<file path="config.mk">
export PLATFORM = sky130hd
export DESIGN_NAME = queue_ctrl_2x105_flat
export DESIGN_NICKNAME = d
export VERILOG_FILES = /design/src/rtl/queue_ctrl_2x105_if.sv /design/src/rtl/queue_ctrl_2x105.sv /design/src/flat_wrapper.sv
export SDC_FILE = /design/constraint.sdc
export NUM_CORES = 1
export LEC_CHECK = 0
export ABC_AREA = 1
export BUFFER_PORTS_ARGS = -buffer_cell sky130_fd_sc_hd__buf_2
export CORE_AREA = 2 2 168 170
export CTS_CLUSTER_SIZE = 25
export DETAILED_ROUTE_END_ITERATION = 12
export DIE_AREA = 0 0 170 172
export PLACE_DENSITY = 0.41
export SLEW_MARGIN = 5
export SYNTH_ARGS = -nofsm -noshare
export SYNTH_HDL_FRONTEND = slang
export SYNTH_SLANG_ARGS = --single-unit
</file>
<file path="constraint.sdc">
create_clock -name clock -period 1.2 [get_ports clock]
set_input_delay 0.24 -clock clock [delete_from_list [all_inputs] [get_ports clock]]
set_output_delay 0.24 -clock clock [all_outputs]
set_load 0.02 [all_outputs]
</file>
<file path="src/rtl/queue_ctrl_2x105_if.sv">
// Handshake bundle for queue_ctrl_2x105.
//   enq_valid/enq_ready/enq_bits : producer side, 105-bit payload in
//   deq_valid/deq_ready/deq_bits : consumer side, 105-bit payload out
// master : the agent driving the queue (producer + consumer)
// slave  : the queue controller itself
interface queue_ctrl_2x105_if;
    logic         enq_valid;
    logic         enq_ready;
    logic [104:0] enq_bits;
    logic         deq_valid;
    logic         deq_ready;
    logic [104:0] deq_bits;

    modport master (
        output enq_valid, enq_bits, deq_ready,
        input  enq_ready, deq_valid, deq_bits
    );

    modport slave (
        input  enq_valid, enq_bits, deq_ready,
        output enq_ready, deq_valid, deq_bits
    );
endinterface

</file>
<file path="src/rtl/queue_ctrl_2x105.sv">
// Two-entry queue controller driving an external 2x105 storage macro.
//
// Ports:
//   clock        : single clock, rising edge
//   reset        : synchronous active-low reset
//   io           : enq/deq valid-ready handshakes (slave side)
//   count        : entries held in storage (0..2)
//   mem_W0_*     : storage write port (addr, en, data); W0_clk tied to clock
//   mem_R0_*     : storage read port (addr, en out; data in, combinational)
//
// Parameters:
//   FLOW : enq data may bypass empty storage straight to deq
//   PIPE : enq_ready also asserted when full if deq_ready is high
module queue_ctrl_2x105 #(
    parameter bit FLOW = 1'b0,
    parameter bit PIPE = 1'b0
) (
    input  logic                 clock,
    input  logic                 reset,
    queue_ctrl_2x105_if.slave    io,
    output logic [1:0]           count,
    output logic                 mem_W0_addr,
    output logic                 mem_W0_en,
    output logic [104:0]         mem_W0_data,
    output logic                 mem_R0_addr,
    output logic                 mem_R0_en,
    input  logic [104:0]         mem_R0_data
);

    logic enq_ptr_r;
    logic deq_ptr_r;
    logic maybe_full_r;

    logic ptr_match_s;
    logic empty_s;
    logic full_s;
    logic bypass_s;
    logic do_enq_s;
    logic do_deq_s;
    logic wr_s;
    logic rd_s;

    assign ptr_match_s = (enq_ptr_r == deq_ptr_r);
    assign empty_s     = ptr_match_s & ~maybe_full_r;
    assign full_s      = ptr_match_s & maybe_full_r;

    // Bypass path is only meaningful when FLOW is enabled and storage is empty.
    assign bypass_s    = FLOW & empty_s;

    assign io.enq_ready = ~full_s | (PIPE & io.deq_ready);
    assign io.deq_valid = ~empty_s | (FLOW & io.enq_valid);
    assign io.deq_bits  = bypass_s ? io.enq_bits : mem_R0_data;

    assign do_enq_s = io.enq_valid & io.enq_ready;
    assign do_deq_s = io.deq_valid & io.deq_ready;

    // Effective storage write: a bypassed item never touches storage, and
    // handshakes in a reset cycle are discarded so storage stays untouched.
    assign wr_s = do_enq_s & ~(bypass_s & io.deq_ready) & reset;
    // Effective storage read: a dequeue served from the bypass does not pop.
    assign rd_s = do_deq_s & ~bypass_s;

    assign mem_W0_addr = enq_ptr_r;
    assign mem_W0_en   = wr_s;
    assign mem_W0_data = io.enq_bits;
    assign mem_R0_addr = deq_ptr_r;
    assign mem_R0_en   = 1'b1;

    assign count = {full_s, enq_ptr_r ^ deq_ptr_r};

    // Pointer and fullness state; reset wins over any concurrent handshake.
    always_ff @(posedge clock) begin
        if (!reset) begin
            enq_ptr_r    <= 1'b0;
            deq_ptr_r    <= 1'b0;
            maybe_full_r <= 1'b0;
        end else begin
            if (wr_s) begin
                enq_ptr_r <= ~enq_ptr_r;
            end else begin
                enq_ptr_r <= enq_ptr_r;
            end
            if (rd_s) begin
                deq_ptr_r <= ~deq_ptr_r;
            end else begin
                deq_ptr_r <= deq_ptr_r;
            end
            // Equal pointers are disambiguated by the last unbalanced operation.
            if (wr_s != rd_s) begin
                maybe_full_r <= wr_s;
            end else begin
                maybe_full_r <= maybe_full_r;
            end
        end
    end

endmodule

</file>
<file path="src/flat_wrapper.sv">
// flat-port wrapper written by rule: the top's interface ports become plain ports
module queue_ctrl_2x105_flat 
#(
    parameter bit FLOW = 1'b0,
    parameter bit PIPE = 1'b0
)
  (clock, reset, count, mem_W0_addr, mem_W0_en, mem_W0_data, mem_R0_addr, mem_R0_en, mem_R0_data, io_enq_valid, io_enq_bits, io_deq_ready, io_enq_ready, io_deq_valid, io_deq_bits);
  queue_ctrl_2x105_if io_i ();
  input  logic clock;
  input  logic reset;
  output logic [1:0] count;
  output logic mem_W0_addr;
  output logic mem_W0_en;
  output logic [104:0] mem_W0_data;
  output logic mem_R0_addr;
  output logic mem_R0_en;
  input  logic [104:0] mem_R0_data;
  input wire logic [$bits(io_i.enq_valid)-1:0] io_enq_valid;
  input wire logic [$bits(io_i.enq_bits)-1:0] io_enq_bits;
  input wire logic [$bits(io_i.deq_ready)-1:0] io_deq_ready;
  output wire logic [$bits(io_i.enq_ready)-1:0] io_enq_ready;
  output wire logic [$bits(io_i.deq_valid)-1:0] io_deq_valid;
  output wire logic [$bits(io_i.deq_bits)-1:0] io_deq_bits;
  assign io_i.enq_valid = io_enq_valid;
  assign io_i.enq_bits = io_enq_bits;
  assign io_i.deq_ready = io_deq_ready;
  assign io_enq_ready = io_i.enq_ready;
  assign io_deq_valid = io_i.deq_valid;
  assign io_deq_bits = io_i.deq_bits;
  queue_ctrl_2x105 #(.FLOW(FLOW), .PIPE(PIPE)) u_core (.clock(clock), .reset(reset), .io(io_i), .count(count), .mem_W0_addr(mem_W0_addr), .mem_W0_en(mem_W0_en), .mem_W0_data(mem_W0_data), .mem_R0_addr(mem_R0_addr), .mem_R0_en(mem_R0_en), .mem_R0_data(mem_R0_data));
endmodule
</file>
==> metrics.txt, run 1 <==
status finished with violations; failing checks negative setup slack; total gr overflow 0; Via Count 596; # placed instances 386; port bufs 10; vias per cell 1.51; Data required, critical path 0.96 ns; post-synthesis compound-gate area fraction 0.979%; Seq/Total Area, Yosys 3.36%; Post-layout nets 263; Tightest Hold Check Type input port to register; overall routing resource usage 3.25%; CP Class register to output pin; Die Ht 172 um; Max-cap violations 0; Synth Area in Simple Gates 5.24%; share of layout cells above drive strength 1 58.3%; initial antenna violation count 0; clock latency on the worst-skew pair 0.22 ns; RSZ-0062 raised after global routing true; DRT Wirelength 5.27 mm; fmax 786 MHz; fin util 3.05%; initial drt markers 23; endpoints failing hold 0; multi-input logic area 130 um^2; Clock Skew 0.000379 ns; mean routed wirelength per cell 13.4 um; clock transition at the registers of the reported paths 0.03 ns; fin crit period 1.27 ns; worst ir drop on vdd 0.441 mV; largest area contributor in the netlist buf_4; Leakage 0.220 nW; largest net degree at the start of global routing 5; synthesized area per cell 7.39 um^2; dpl hpwl 4.35 mm; CTS Hold Bufs 0; Cells after Synth 242; # diodes 0; Arrival @ worst endpoint 1.03 ns; synth-to-layout area growth -53.2%; adder-cell share of the synthesized area 0%; area of the die 0.0292 mm^2; Die X 170 um; WHS 0.276 ns; RR Startpoint u_core.mem_W0_addr; Top Metal Used met4; worst r2r dst u_core.mem_W0_addr; Core Box Area 0.0275 mm^2; R2R Setup Slk 0.23 ns; Initial Util 6.51%; post-synthesis mux area share 0%; Sink Count 3; DRC 0; Sequential Area 68.8 um^2; maximum clock insertion buffer count 2; Critical Path Sink Type output pin; Std-Cell Rows 61; metal3 WL 1.65 mm; post-route setup slack -0.0730 ns; Pwr Density 1030 mW/mm^2; Yosys warning count 0; Crit Path Max Fanout 4; period utilisation layout 106%; gpl congestion 0.655; CP startpoint kind register; FF+latch count, synth 3; Setup Total Neg Slack -0.166 ns; top post-synthesis cells by area buf_4, dfxtp_1, nand2_1; first-pass iteration count of the detailed router 2; met2 wire len 2.09 mm; Post-Layout Cell Count 394; Net Count, Synth 456; Met1 Routed Length 654 um; I/O pin count 432; Synth Area in XOR/XNOR 0%; post-synth cell types 14; Fillers 3,276; Finish-stage setup viols 4; first-pass GRT wire length 6.00 mm; CTS root buf clkbuf_16; Synth top area share 89.0%; DRT antenna net count 0; most frequent cells in the layout nand2_1, buf_2, buf_4; largest family of logic cells by synthesized area buffers and inverters; vias in the first global route 690; Mapped Area 0.00179 mm^2; Worst Setup SP u_core.mem_W0_addr; CP Capture Point mem_W0_en; H-tree levels 1; Num CTS Buffers 3; TritonCTS clock tree yes; max-slew violations 0; total power draw 859 uW; Worst R2R Path Depth 7
flip-flops by register name, summed over array words and instances (netlist names):
register / cells
u_core.maybe_full_r: 1
u_core.mem_R0_addr: 1
u_core.mem_W0_addr: 1
final cells by class:
class,instances,share of cell area [%]
Inverter,6,3.29
Clock buffer,4,9.42
Multi-Input combinational cell,21,15.5
Tap cell,346,51.7
Timing Repair Buffer,14,11.8
Sequential cell,3,8.22
through the flow:
step / cell area, um^2 / setup slack, ns
after floorplan: 1790 / 0.0430
after global placement: 683 / 0.0598
after detailed placement: 683 / 0.0616
after CTS: 830 / -0.0735
after global routing: 837 / -0.108
final: 837 / -0.0730
synth_stat cells:
| library cell | instances |
|---|---|
| buf_4 | 212 |
| nand2_1 | 7 |
| inv_1 | 5 |
| dfxtp_1 | 3 |
| nand2_2 | 3 |
| nand3_1 | 3 |
| a21oi_1 | 2 |
| conb_1 | 1 |
| inv_2 | 1 |
| nand3_4 | 1 |
| nand4_1 | 1 |
| nor2_1 | 1 |
| o211ai_1 | 1 |
| or2_1 | 1 |
worst min-delay path by stage:
stage,startpoint,to,cells past startpoint
2_1_floorplan,reset,u_core.mem_R0_addr,2
4_1_cts,reset,u_core.mem_R0_addr,3
6_report,reset,u_core.mem_R0_addr,3
5_1_grt,reset,u_core.mem_R0_addr,3
3_5_place_dp,mem_R0_data[34],io_deq_bits[34],0
3_3_place_gp,mem_R0_data[34],io_deq_bits[34],0
timing repair:
action                     CTS  global route
setup endpoints to repair    5             4
pin swaps                    3             1
gates resized for setup     14             3
buffers inserted             4             0
worst max-delay path, cell delays in order, from the launching register on:
cell	delay, ns
dfxtp_4	0.37
inv_4	0.04
nand2_4	0.07
nand3_4	0.10
nand2_4	0.08
inv_2	0.03
buf_6	0.12
cell families (layout without fill, tap and decap cells):
| kind of cell | Yosys count | count (layout) |
|---|---|---|
| and+or+nand+nor | 17 | 17 |
| buffers and inverters | 218 | 24 |
| DFF | 3 | 3 |
| AOI/OAI and AO/OA | 3 | 3 |
| other | 1 | 1 |
power breakdown:
part	switching, mW	internal, mW	leakage (nW)
Clock	0.0823	0.438	0.0382
Sequential	0.0195	0.114	0.0264
Combinational	0.118	0.0867	0.155
layer usage:
metal	GRT usage, %	vias up
li1	-	130
met1	0.966	176
met2	4.08	194
met3	4.74	96
met4	5.91	0
met5	0	-
Power figures use the tool's default switching activity.
==> run 2, diff against run 1 <==
--- a/config.mk
+++ b/config.mk
@@ -7,11 +7,12 @@
 export LEC_CHECK = 0
 export ABC_AREA = 1
 export BUFFER_PORTS_ARGS = -buffer_cell sky130_fd_sc_hd__buf_2
-export CORE_AREA = 2 2 168 170
+export CORE_AREA = 2 2 170 172
 export CTS_CLUSTER_SIZE = 25
 export DETAILED_ROUTE_END_ITERATION = 12
-export DIE_AREA = 0 0 170 172
+export DIE_AREA = 0 0 172 174
 export PLACE_DENSITY = 0.41
+export REMOVE_ABC_BUFFERS = 1
 export SLEW_MARGIN = 5
 export SYNTH_ARGS = -nofsm -noshare
 export SYNTH_HDL_FRONTEND = slang
==> constraint.sdc (replaced) <==
create_clock -name clock -period 1.05 [get_ports clock]
set_input_delay 0.21 -clock clock [delete_from_list [all_inputs] [get_ports clock]]
set_output_delay 0.21 -clock clock [all_outputs]
set_load 0.02 [all_outputs]
==> run 2 against run 1 <==
Clock skew up 0.0016 ns. Via count grew 110%. First-iteration DRC count grew to 9.6 times the previous value. Critical path depth did not move. The run still ends with negative setup slack left. Global-route usage is 29 points higher. Sequential cell count unchanged. Core utilization grew 0.37 points. Cell count is 11% higher.
==> metrics.txt, run 2 (synthesis results as in run 1) <==
first-pass iteration count of the detailed router 4 (+2); Max-cap violations 0 (unchanged); Worst R2R Path Depth 6 (-1); fin crit period 1.29 ns; clock latency on the worst-skew pair 0.23 ns (about the same); crit-path cells inv_4 > nand2_4 > nand3_4 > nand2_4 > inv_2 > buf_6; RSZ-0062 raised after global routing true; Core Box Area 0.0282 mm^2 (+2.8%); Critical Path Sink Type output pin; # diodes 0 (unchanged); CP delay by family, top flip-flops; Worst path depth 6 (unchanged); Std-Cell Rows 62 (+1.6%); CP Class register to output pin; Post-layout nets 269 (+2.3%); maximum clock insertion buffer count 2 (unchanged); most frequent cells in the layout buf_6, buf_4, nand2_1; WHS 0.269 ns (-0.00742 ns); Via Count 1,265 (+110%); Pwr Density 1160 mW/mm^2 (+13%); Crit Path Max Fanout 4 (unchanged); status finished with violations; max-slew violations 0 (unchanged); share of layout cells above drive strength 1 64.8% (+6.5 points); Arrival @ worst endpoint 1.08 ns (+0.05 ns); CP startpoint kind register; slowest CP cell dfxtp_4; Data required, critical path 0.84 ns (-0.12 ns); I/O pin count 432 (unchanged); period utilisation layout 123%; Setup Total Neg Slack -1.12 ns (-0.955 ns); Die Ht 174 um (+1.2%); CTS Hold Bufs 0 (unchanged); failing checks negative setup slack; TritonCTS clock tree yes; Critical path buffers and inverters 3 (unchanged); area of the die 0.0299 mm^2 (+2.4%); DRT antenna net count 0 (unchanged); CTS root buf clkbuf_16; Tightest Hold Check Type input port to register; initial antenna violation count 0 (unchanged); Sink Count 3 (unchanged); Placed Area 766 um^2 (+12%); dpl hpwl 48.5 mm (+1000%); Leakage 0.257 nW (+17%); DRC 0 (unchanged); H-tree levels 1 (unchanged); Die X 172 um (+1.2%); first-pass GRT wire length 50.9 mm (+750%); endpoints failing hold 0 (unchanged); vias per cell 2.89 (+91%); vias in the first global route 730 (+5.8%); clock transition at the registers of the reported paths 0.03 ns (about the same); worst ir drop on vdd 0.395 mV (-10%); Initial Util 6.34% (-0.18 points); Num CTS Buffers 3 (unchanged); largest net degree at the start of global routing 5 (unchanged); fmax 774 MHz; overall routing resource usage 32.0% (+29 points); Worst path most repeated cell nand2_4; mean routed wirelength per cell 113 um (+740%); Fillers 3,388 (+3.4%); Clock Skew 0.00195 ns (+0.00157 ns); initial drt markers 221 (+860%); Final Instance Area 963 um^2 (+15%); DRT Wirelength 49.3 mm (+840%); synth-to-layout area growth -46.2%; gpl congestion 1.32 (+100%); slowest cell delay on critical path 0.37 ns (about the same); post-route setup slack -0.243 ns (-0.170 ns); total gr overflow 0 (unchanged); Finish-stage setup viols 6 (+2); WHS Path Cells 3 (unchanged); port bufs 10 (unchanged)
[run 2: layer usage]
metal | track usage (%) | wire length [um] | vias up
met2 | 58.4 | 24800 | 636
met3 | 53.4 | 16800 | 101
met1 | 2.00 | 1810 | 375
met5 | 13.2 | 469 | -
met4 | 24.1 | 5450 | 14
li1 | - | - | 139
[run 2: timing repair]
| action | CTS | global route |
|---|---|---|
| endpoints found under the setup margin | 7 | 8 |
| resized for setup | 24 | 4 |
| pin swaps | 3 | 2 |
| buffers inserted | 1 | 5 |
| gates cloned | 0 | 0 |
[run 2: final timing paths]
kind / startpoint / to / slack, ns
setup reg to reg: u_core.mem_R0_addr / u_core.maybe_full_r / 0.07
setup / recovery: u_core.mem_W0_addr / mem_W0_en / -0.24
hold / removal: io_deq_ready / u_core.mem_R0_addr / 0.27
hold reg to reg: u_core.maybe_full_r / u_core.mem_R0_addr / 0.59
[run 2: where the power goes]
part           internal, mW  switching [mW]
clock                 0.503           0.128
combinational         0.156           0.172
sequential            0.131          0.0235
total                 0.790           0.323
[run 2: per-stage QoR]
step / instances / setup WS [ns] / util, % / total power [mW]
4_1_cts: 434 / -0.257 / 3.25 / 1.07
3_3_place_gp: 429 / -0.0949 / 2.71 / 0.372
2_1_floorplan: 30 / -0.224 / - / 0.262
5_1_grt: 438 / -0.277 / 3.41 / 1.15
3_5_place_dp: 429 / -0.117 / 2.71 / 0.370
6_report: 438 / -0.243 / 3.41 / 1.11
[run 2: layout make-up]
class,instances,area [um^2],share of cell area [%]
Tap cell,384,480,49.9
Timing Repair Buffer,20,170,17.7
Multi-Input combinational cell,21,138,14.3
Clock buffer,4,78.8,8.18
Sequential cell,3,68.8,7.14
Inverter,6,27.5,2.86
[run 2: worst register-to-register path: stages, from the launching register on]
cell and delay, ns:
dfxtp_4 0.36, inv_4 0.06, nand2_4 0.05, nand3_4 0.11
nand2_4 0.06, buf_4 0.14, a21oi_1 0.12
